### config.mk
export PLATFORM = sky130hd
export DESIGN_NAME = morse_ctrl_flat
export DESIGN_NICKNAME = d
export VERILOG_FILES = /design/src/rtl/morse_pkg.sv /design/src/rtl/morse_if.sv /design/src/rtl/morse_unit_timer.sv /design/src/rtl/morse_ctrl.sv /design/src/flat_wrapper.sv
export SDC_FILE = /design/constraint.sdc
export NUM_CORES = 1
export LEC_CHECK = 0
export BUFFER_PORTS_ARGS = -buffer_cell sky130_fd_sc_hd__clkbuf_2
export CAP_MARGIN = 40
export CELL_PAD_IN_SITES_DETAIL_PLACEMENT = 1
export CELL_PAD_IN_SITES_GLOBAL_PLACEMENT = 2
export CORE_MARGIN = 3
export CORE_UTILIZATION = 34
export DETAILED_ROUTE_END_ITERATION = 16
export PLACE_DENSITY = 0.84
export SLEW_MARGIN = 20
export SYNTH_ARGS = -nofsm -noshare
export SYNTH_HDL_FRONTEND = slang
export SYNTH_SLANG_ARGS = --single-unit
### constraint.sdc
create_clock -name clock -period 2.3 [get_ports clock]
set_input_delay 0 -clock clock [delete_from_list [all_inputs] [get_ports clock]]
set_output_delay 0 -clock clock [all_outputs]
set_load 0.03 [all_outputs]
### src/rtl/morse_pkg.sv
// morse_pkg: shared state encoding and unit-timing constants for the Morse controller
package morse_pkg;
  typedef enum logic [2:0] {IDLE, LOAD, ALIGN, ON, EGAP, CGAP, SPACE} state_t;
  localparam logic [1:0] DOT_UNITS  = 2'd1;
  localparam logic [1:0] DASH_UNITS = 2'd3;
  localparam logic [1:0] EGAP_UNITS = 2'd1;
  localparam logic [1:0] CGAP_UNITS = 2'd3;
  localparam logic [3:0] SPACE_LOAD = 4'd7;
endpackage

### src/rtl/morse_if.sv
// morse_if: character handshake plus code-register strobes between source, controller and register
interface morse_if;
  logic       char_valid;
  logic [3:0] charlen_data;
  logic       char_ready;
  logic [3:0] cntr_data;
  logic       shft_data;
  logic       char_load;
  logic       shft_cnt;
  modport master (
    output char_valid, charlen_data, cntr_data, shft_data,
    input  char_ready, char_load, shft_cnt
  );
  modport slave (
    input  char_valid, charlen_data, cntr_data, shft_data,
    output char_ready, char_load, shft_cnt
  );
endinterface

### src/rtl/morse_unit_timer.sv
// unit_timer: free-running 0..UNIT_CYCLES-1 counter, tick on the last count of each unit
module unit_timer #(
  parameter int UNIT_CYCLES = 12_500_000
) (
  input  logic clock,
  input  logic reset,
  output logic tick
);
  localparam int W = $clog2(UNIT_CYCLES);
  logic [W-1:0] cnt;
  assign tick = cnt == W'(UNIT_CYCLES - 1);
  always_ff @(posedge clock)
    cnt <= (reset || tick) ? '0 : cnt + 1'b1;
endmodule

### src/rtl/morse_ctrl.sv
// morse_ctrl: sequences one character through the code register and keys it with Morse unit timing
module morse_ctrl
  import morse_pkg::*;
#(
  parameter int UNIT_CYCLES = 12_500_000
) (
  input  logic clock,
  input  logic reset,
  morse_if.slave bus,
  output logic key_out,
  output logic busy
);
  state_t     state;
  logic       tick;
  logic       is_space;
  logic       elem_done;
  logic [1:0] dur;
  logic [1:0] units;
  logic [1:0] units_nx;
  unit_timer #(.UNIT_CYCLES(UNIT_CYCLES)) u_timer (
    .clock(clock),
    .reset(reset),
    .tick (tick)
  );
  assign units_nx = units + 2'd1;
  // every output is forced low while reset is held, so an abort silences the key in that cycle
  always_comb begin
    elem_done      = tick && state == ON && units_nx == dur;
    bus.char_ready = !reset && state == IDLE;
    bus.char_load  = bus.char_ready && bus.char_valid;
    bus.shft_cnt   = !reset && (elem_done || (tick && state == SPACE));
    key_out        = !reset && state == ON;
    busy           = !reset && state != IDLE;
  end
  always_ff @(posedge clock)
    if (reset) begin
      state    <= IDLE;
      is_space <= 1'b0;
      dur      <= DOT_UNITS;
      units    <= '0;
    end else
      case (state)
        IDLE:
          if (bus.char_valid) begin
            is_space <= bus.charlen_data == 4'd0;
            state    <= LOAD;
          end
        LOAD: state <= ALIGN;
        ALIGN:
          if (tick) begin
            state <= is_space ? SPACE : ON;
            dur   <= bus.shft_data ? DASH_UNITS : DOT_UNITS;
            units <= '0;
          end
        ON:
          if (tick) begin
            units <= elem_done ? '0 : units_nx;
            if (elem_done) state <= bus.cntr_data == 4'd1 ? CGAP : EGAP;
          end
        EGAP:
          if (tick) begin
            dur   <= bus.shft_data ? DASH_UNITS : DOT_UNITS;
            units <= '0;
            state <= ON;
          end
        CGAP:
          if (tick) begin
            units <= units_nx;
            if (units_nx == CGAP_UNITS) state <= IDLE;
          end
        SPACE:
          if (tick && bus.cntr_data == 4'd1) state <= IDLE;
        default: state <= IDLE;
      endcase
endmodule

### src/flat_wrapper.sv
// flat-port wrapper written by rule: the top's interface ports become plain ports
module morse_ctrl_flat import morse_pkg::*;
#(
  parameter int UNIT_CYCLES = 12_500_000
)
  (clock, reset, key_out, busy, bus_char_valid, bus_charlen_data, bus_cntr_data, bus_shft_data, bus_char_ready, bus_char_load, bus_shft_cnt);
  morse_if bus_i ();
  input  logic clock;
  input  logic reset;
  output logic key_out;
  output logic busy;
  input wire logic [$bits(bus_i.char_valid)-1:0] bus_char_valid;
  input wire logic [$bits(bus_i.charlen_data)-1:0] bus_charlen_data;
  input wire logic [$bits(bus_i.cntr_data)-1:0] bus_cntr_data;
  input wire logic [$bits(bus_i.shft_data)-1:0] bus_shft_data;
  output wire logic [$bits(bus_i.char_ready)-1:0] bus_char_ready;
  output wire logic [$bits(bus_i.char_load)-1:0] bus_char_load;
  output wire logic [$bits(bus_i.shft_cnt)-1:0] bus_shft_cnt;
  assign bus_i.char_valid = bus_char_valid;
  assign bus_i.charlen_data = bus_charlen_data;
  assign bus_i.cntr_data = bus_cntr_data;
  assign bus_i.shft_data = bus_shft_data;
  assign bus_char_ready = bus_i.char_ready;
  assign bus_char_load = bus_i.char_load;
  assign bus_shft_cnt = bus_i.shft_cnt;
  morse_ctrl #(.UNIT_CYCLES(UNIT_CYCLES)) u_core (.clock(clock), .reset(reset), .bus(bus_i), .key_out(key_out), .busy(busy));
endmodule
==> metrics.txt, run 1 <==
R2R Setup Slk 0.29 ns; CTS Buf Count 5; Hold Crit Class primary input to register; fin crit period 2.006 ns; Post-CTS Resized 0; final setup violation count 0; WS Path Type register to register; unrepaired setup endpoints after global routing no; later-pin clock latency in the skew report 0.28 ns; power consumption 1.527 mW; Max-cap violations 0; critical path capture point type register; prevailing post-synth register cell dfxtp_1; GRT Util Overall 0.1558; Die Wd 74.69 µm; Logic pwr share 0.219; f_max 0.4985 GHz; die area 5578 µm²; clk buf depth 2; CP required 2.51 ns; Die Height 74.69 µm; worst rel slew slack 0.6633; port buffer count 16; CP max FO 8; Synth Net Count 209; final net count 226; Clock Tree Root clkbuf_8; grt ovf 0; number of synthesized flops with an enable pin 0; Final Skew 0.006632 ns; Cells after Synth 195; n_diodes 0; DRT antenna net count 0; Flop pwr share 0.416; Psw 0.4728 mW; mapped cell area 1604 µm²; CTS tree built; Sw Ratio 0.3096; routed vias 1403; clock sink count 31; layout cells sized above 1 0.1549; period utilization 0.8722; arrival time worst endpoint 2.21 ns; commonest non-fill, non-tap cell in the layout nor2_1; Clk pwr share 0.365; initial DRC count 85; Ys Warns 0; Pwr per Cell Area 828.7 nW/µm²; post-DP HPWL 2884 µm; Setup TNS 0 ns; FF+latch count, synth 31; Peak VDD IR 0.6048 mV; DRC errors left 0; IO Pins 17; Filler cells 550; Initial Util 0.3609; outcome finished clean; RePlAce Congestion 0.7911; CTS HTree Levels 2; Internal 1.055 mW; maximum number of pins on one net before global-route repair 23; Slew @ Worst Pin 0.5044 ns; row count 24; initial antenna violation count 0; CP startpoint kind register; Mapped Avg Cell Area 8.226 µm²; Crit-path slowest cell or3_1; CORE AREA 4444 µm²; Post-synth ARST share 0; Vias/cell 5.294; sequential share of the synthesized area 0.3869; WL final 3788 µm; Final Hold Fails 0; worst path cell trace ha_1, nor4b_2, nand4_2, or2_1, or3_1, a21oi_1; DRT Pass-1 Iters 4; leading cell types in the layout, fill and taps excluded 36 x nor2_1, 31 x dfxtp_1, 17 x xnor2_1; first-pass GRT wire length 6782 µm; Cell variety after synth 39; vias in the first global route 1493; clock transition at the registers of the reported paths 0.07 ns; post-CTS setup buffers 0; Pleak 0.6870 nW; Slew Limit Fails 0; worst stage delay on the critical path 0.38 ns; P&R area growth vs syn 14.90%; hold_ws 0.01160 ns; wire per inst 14.29 µm
flip-flops by register name, indices dropped and copies added, names as in the netlist:
signal,count
u_core.units,2
u_core.dur,1
u_core.state,3
u_core.is_space,1
u_core.u_timer.cnt,24
path summary, 6_finish.rpt:
kind                               startpoint                                to  cells after the start
max          u_core.u_timer.cnt[0]$_SDFF_PP0_      u_core.units[0]$_SDFFE_PP0P_                      6
min                       bus_charlen_data[1]      u_core.is_space$_SDFFE_PP0P_                      4
max reg2reg  u_core.u_timer.cnt[0]$_SDFF_PP0_      u_core.units[0]$_SDFFE_PP0P_                      6
min reg2reg  u_core.u_timer.cnt[0]$_SDFF_PP0_  u_core.u_timer.cnt[0]$_SDFF_PP0_                      1
metal layers:
layer  track usage  wire length [µm]  up-vias
li1              -                 -      703
met1        0.2033              1857      684
met2        0.2624              1809       14
met3       0.03605               105        2
met4       0.03557                15        0
met5             0                 0        -
cell type report:
| class | instances | area, µm² | share of cell area |
|---|---|---|---|
| clock buffers | 6 | 82.58 | 0.04481 |
| clock inverters | 2 | 35.03 | 0.01901 |
| flip-flops and latches | 31 | 620.6 | 0.3367 |
| repair buffers | 18 | 97.59 | 0.05295 |
| well taps | 52 | 65.06 | 0.03530 |
| inverters | 7 | 26.28 | 0.01426 |
| multi-input cells | 149 | 915.9 | 0.4969 |
through the flow:
stage / util / worst slack, ns / std cells / area [µm²]
2_1_floorplan: - / 0.4860 / 195 / 1604
3_3_place_gp: 0.3860 / 0.4337 / 256 / 1715
3_5_place_dp: 0.3860 / 0.2887 / 256 / 1715
4_1_cts: 0.4147 / 0.2723 / 265 / 1843
5_1_grt: 0.4147 / 0.07874 / 265 / 1843
6_report: 0.4147 / 0.2940 / 265 / 1843
critical path: cells and delay by family, from the launching register on:
kind / cells / cell delay (ns)
AOI/OAI and AO/OA: 1 / 0.15
adders and majority gates: 1 / 0.26
DFF: 1 / 0.35
and+or+nand+nor: 4 / 1.17
timing repair:
item	4_1_cts	5_1_grt
hold buffers	1	0
endpoints found under the setup margin	0	0
endpoints found under the hold margin	1	0
cell usage after synthesis, types with 2 or more instances:
| cell type | n | area (µm²) |
|---|---|---|
| nor4b_2 | 2 | 30.03 |
| buf_2 | 3 | 15.01 |
| a21o_1 | 3 | 22.52 |
| or3_1 | 4 | 25.02 |
| clkbuf_1 | 4 | 15.01 |
| nor4_1 | 2 | 12.51 |
| ha_1 | 2 | 25.02 |
| nor3_1 | 6 | 30.03 |
| inv_1 | 7 | 26.28 |
| and3_2 | 3 | 22.52 |
| nor2b_1 | 3 | 18.77 |
| o21ai_0 | 7 | 35.03 |
| xor2_1 | 6 | 52.55 |
| dfxtp_1 | 31 | 620.6 |
| a21oi_1 | 5 | 25.02 |
| and4_1 | 3 | 26.28 |
| o31ai_1 | 2 | 15.01 |
| xnor2_1 | 17 | 148.9 |
| nand3_1 | 13 | 65.06 |
| nand2_1 | 13 | 48.80 |
| and2_1 | 2 | 12.51 |
| and3_1 | 4 | 25.02 |
| nor2_1 | 36 | 135.1 |
| nand4_1 | 2 | 12.51 |
power groups by stage:
stage	logic, mW	clock network, mW	registers (mW)
2_1_floorplan	0.300	0	0.591
4_1_cts	0.332	0.565	0.631
5_1_grt	0.367	0.590	0.646
6_report	0.335	0.557	0.635
3_3_place_gp	0.321	0	0.643
3_5_place_dp	0.330	0	0.644
cells by family (layout without fill, tap and decap cells):
kind of cell | count (synthesis) | after routing | share of synthesized area
AO/OA/AOI/OAI | 24 | 24 | 0.09750
multiplexers | 1 | 1 | 0.006240
XOR/XNOR | 23 | 23 | 0.1256
buffers and inverters | 15 | 33 | 0.04212
flip-flops | 31 | 31 | 0.3869
adder cells (fa/ha/maj) | 2 | 2 | 0.01560
AND/OR/NAND/NOR | 99 | 99 | 0.3261
Power figures use the tool's default switching activity.
==> run 2, diff against run 1 <==
--- a/config.mk
+++ b/config.mk
@@ -10,9 +10,9 @@
 export CELL_PAD_IN_SITES_DETAIL_PLACEMENT = 1
 export CELL_PAD_IN_SITES_GLOBAL_PLACEMENT = 2
 export CORE_MARGIN = 3
-export CORE_UTILIZATION = 34
+export CORE_UTILIZATION = 31
 export DETAILED_ROUTE_END_ITERATION = 16
-export PLACE_DENSITY = 0.84
+export PLACE_DENSITY = 0.81
 export SLEW_MARGIN = 20
 export SYNTH_ARGS = -nofsm -noshare
 export SYNTH_HDL_FRONTEND = slang
==> constraint.sdc (replaced) <==
create_clock -name clock -period 1.8 [get_ports clock]
set_input_delay 0 -clock clock [delete_from_list [all_inputs] [get_ports clock]]
set_output_delay 0 -clock clock [all_outputs]
set_load 0.03 [all_outputs]
==> run 2 against run 1 <==
Register-to-register slack lost 0.24 ns. Non-clock buffer count increased by 22. Sequential share of layout area fell by 4.8 points. Die area grew 8.9%. Largest power group unchanged. Highest routed layer unchanged. Clock power rose by 28%. Largest cell class unchanged. Clock skew is 0.0018 ns lower. Worst hold slack better by 0.014 ns. Fmax rose by 15%.
==> metrics.txt, run 2 (synthesis results as in run 1) <==
Reg2Reg Depth 5; Max-cap violations 0; outcome finished clean; Filler cells 579; Die Height 77.93 µm; initial DRC count 34; leading cell types in the layout, fill and taps excluded 35 x nor2_1, 25 x dfxtp_1, 18 x buf_4; Hold Crit Class primary input to register; Crit-path slowest cell dfxtp_4; placed cell count 289; maximum number of pins on one net before global-route repair 12; max FFs per register 24; vias in the first global route 1473; fin crit period 1.748 ns; WL final 4094 µm; layout cells sized above 1 0.3021; final net count 248; RePlAce Congestion 0.8245; Slew Limit Fails 0; Vias/cell 4.738; Top Registers u_core.u_timer.cnt (24), u_core.state (3), u_core.units (2); grt ovf 0; period utilization 0.9714; Finished Cell Area 2182 µm²; CTS tree built; f_max 0.5719 GHz; routed vias 1431; IO Pins 17; Initial Util 0.3308; CTS Buf Count 5; port buffer count 16; worst stage delay on the critical path 0.36 ns; worst path cell trace nor4b_4, nand4_4, or2_4, or3_1, a21oi_2; wire per inst 13.56 µm; DRT antenna net count 0; arrival time worst endpoint 1.97 ns; later-pin clock latency in the skew report 0.29 ns; initial antenna violation count 0; DRC errors left 0; post-DP HPWL 2946 µm; CP max FO 8; Worst Setup EP u_core.units[1]$_SDFFE_PP0P_; die area 6073 µm²; R2R Setup Slk 0.05 ns; CORE AREA 4848 µm²; reg2reg end u_core.units[1]$_SDFFE_PP0P_; DRT Pass-1 Iters 4; clock sink count 31; P&R area growth vs syn 36.04%; Peak VDD IR 0.4138 mV; critical path capture point type register; Worst R2R Start u_core.u_timer.cnt[22]$_SDFF_PP0_; worst rel slew slack 0.7016; Pwr per Cell Area 940.7 nW/µm²; CP startpoint kind register; Die Wd 77.93 µm; final setup violation count 0; row count 25; WS Path Type register to register; CP required 2.02 ns; Final Hold Fails 0; first-pass GRT wire length 7093 µm; non-filler cells, final 302; n_diodes 0; unrepaired setup endpoints after global routing yes; clk buf depth 2; GRT Util Overall 0.1490; Top reg by flops u_core.u_timer.cnt; Pleak 0.8252 nW; commonest non-fill, non-tap cell in the layout nor2_1; Clock Tree Root clkbuf_8; critical path launch point u_core.u_timer.cnt[22]$_SDFF_PP0_; CTS HTree Levels 2; clock transition at the registers of the reported paths 0.07 ns; Post-DP Area 1872 µm²; Slew @ Worst Pin 0.4413 ns; Final Skew 0.004843 ns
## run 2: worst min path at each step
| stage | start | end | slack (ns) | cells past startpoint |
|---|---|---|---|---|
| CTS | reset | u_core.units[0]$_SDFFE_PP0P_ | 0.02 | 2 |
| floorplan | bus_shft_data | u_core.dur[1]$_SDFFE_PP0P_ | 0.15 | 2 |
| finish | reset | u_core.units[1]$_SDFFE_PP0P_ | 0.03 | 2 |
| global route | reset | u_core.units[1]$_SDFFE_PP0P_ | 0.04 | 2 |
| detailed placement | bus_shft_data | u_core.dur[1]$_SDFFE_PP0P_ | 0.25 | 3 |
| global placement | bus_shft_data | u_core.dur[1]$_SDFFE_PP0P_ | 0.24 | 3 |
## run 2: power by group
part | leakage, nW | internal [mW] | switching [mW]
sequential | 0.254 | 0.720 | 0.0489
clock | 0.0612 | 0.447 | 0.265
combinational | 0.510 | 0.248 | 0.323
total | 0.825 | 1.42 | 0.637
## run 2: stage by stage
| step | TNS (ns) | setup WS (ns) | power (mW) | utilization | hold slack (ns) |
|---|---|---|---|---|---|
| 2_1_floorplan | 0 | 0.003433 | 1.139 | - | 0.1472 |
| 3_3_place_gp | 0 | 0.04306 | 1.314 | 0.3861 | 0.2381 |
| 3_5_place_dp | -0.1027 | -0.05384 | 1.310 | 0.3861 | 0.2489 |
| 4_1_cts | -0.02924 | -0.02134 | 2.042 | 0.4289 | 0.02432 |
| 5_1_grt | -0.1560 | -0.05485 | 2.188 | 0.4501 | 0.03537 |
| 6_report | 0 | 0.05157 | 2.053 | 0.4501 | 0.02529 |
## run 2: repair_timing
| action | 4_1_cts | 5_1_grt |
|---|---|---|
| gates resized for setup | 7 | 25 |
| gates cloned | 0 | 0 |
| endpoints found under the setup margin | 14 | 30 |
| pin swaps | 1 | 9 |
| setup buffers | 1 | 1 |
| endpoints found under the hold margin | 2 | 0 |
| hold buffers | 4 | 0 |
## run 2: layout make-up
cell class                 count  area [µm²]  share of cell area
multi-input combinational    149        1036              0.4748
sequential                    31       630.6              0.2890
timing repair buffer          40       287.8              0.1319
tap                           67       83.83             0.03842
clock buffer                   6       82.58             0.03784
clock inverter                 2       35.03             0.01606
inverter                       7       26.28             0.01204
## run 2: worst max-delay path, delay by kind of cell (launching register included)
family	cells	cell delay [ns]
AOI/OAI and AO/OA	1	0.12
DFF	1	0.36
and+or+nand+nor	4	1.19
## run 2: per-layer routing
layer | track usage | share of wire | vias to the layer above
met5 | 0 | 0 | -
met4 | 0.05245 | 0.014 | 0
met3 | 0.05220 | 0.030 | 5
met2 | 0.2175 | 0.44 | 9
met1 | 0.2021 | 0.51 | 667
li1 | - | - | 750
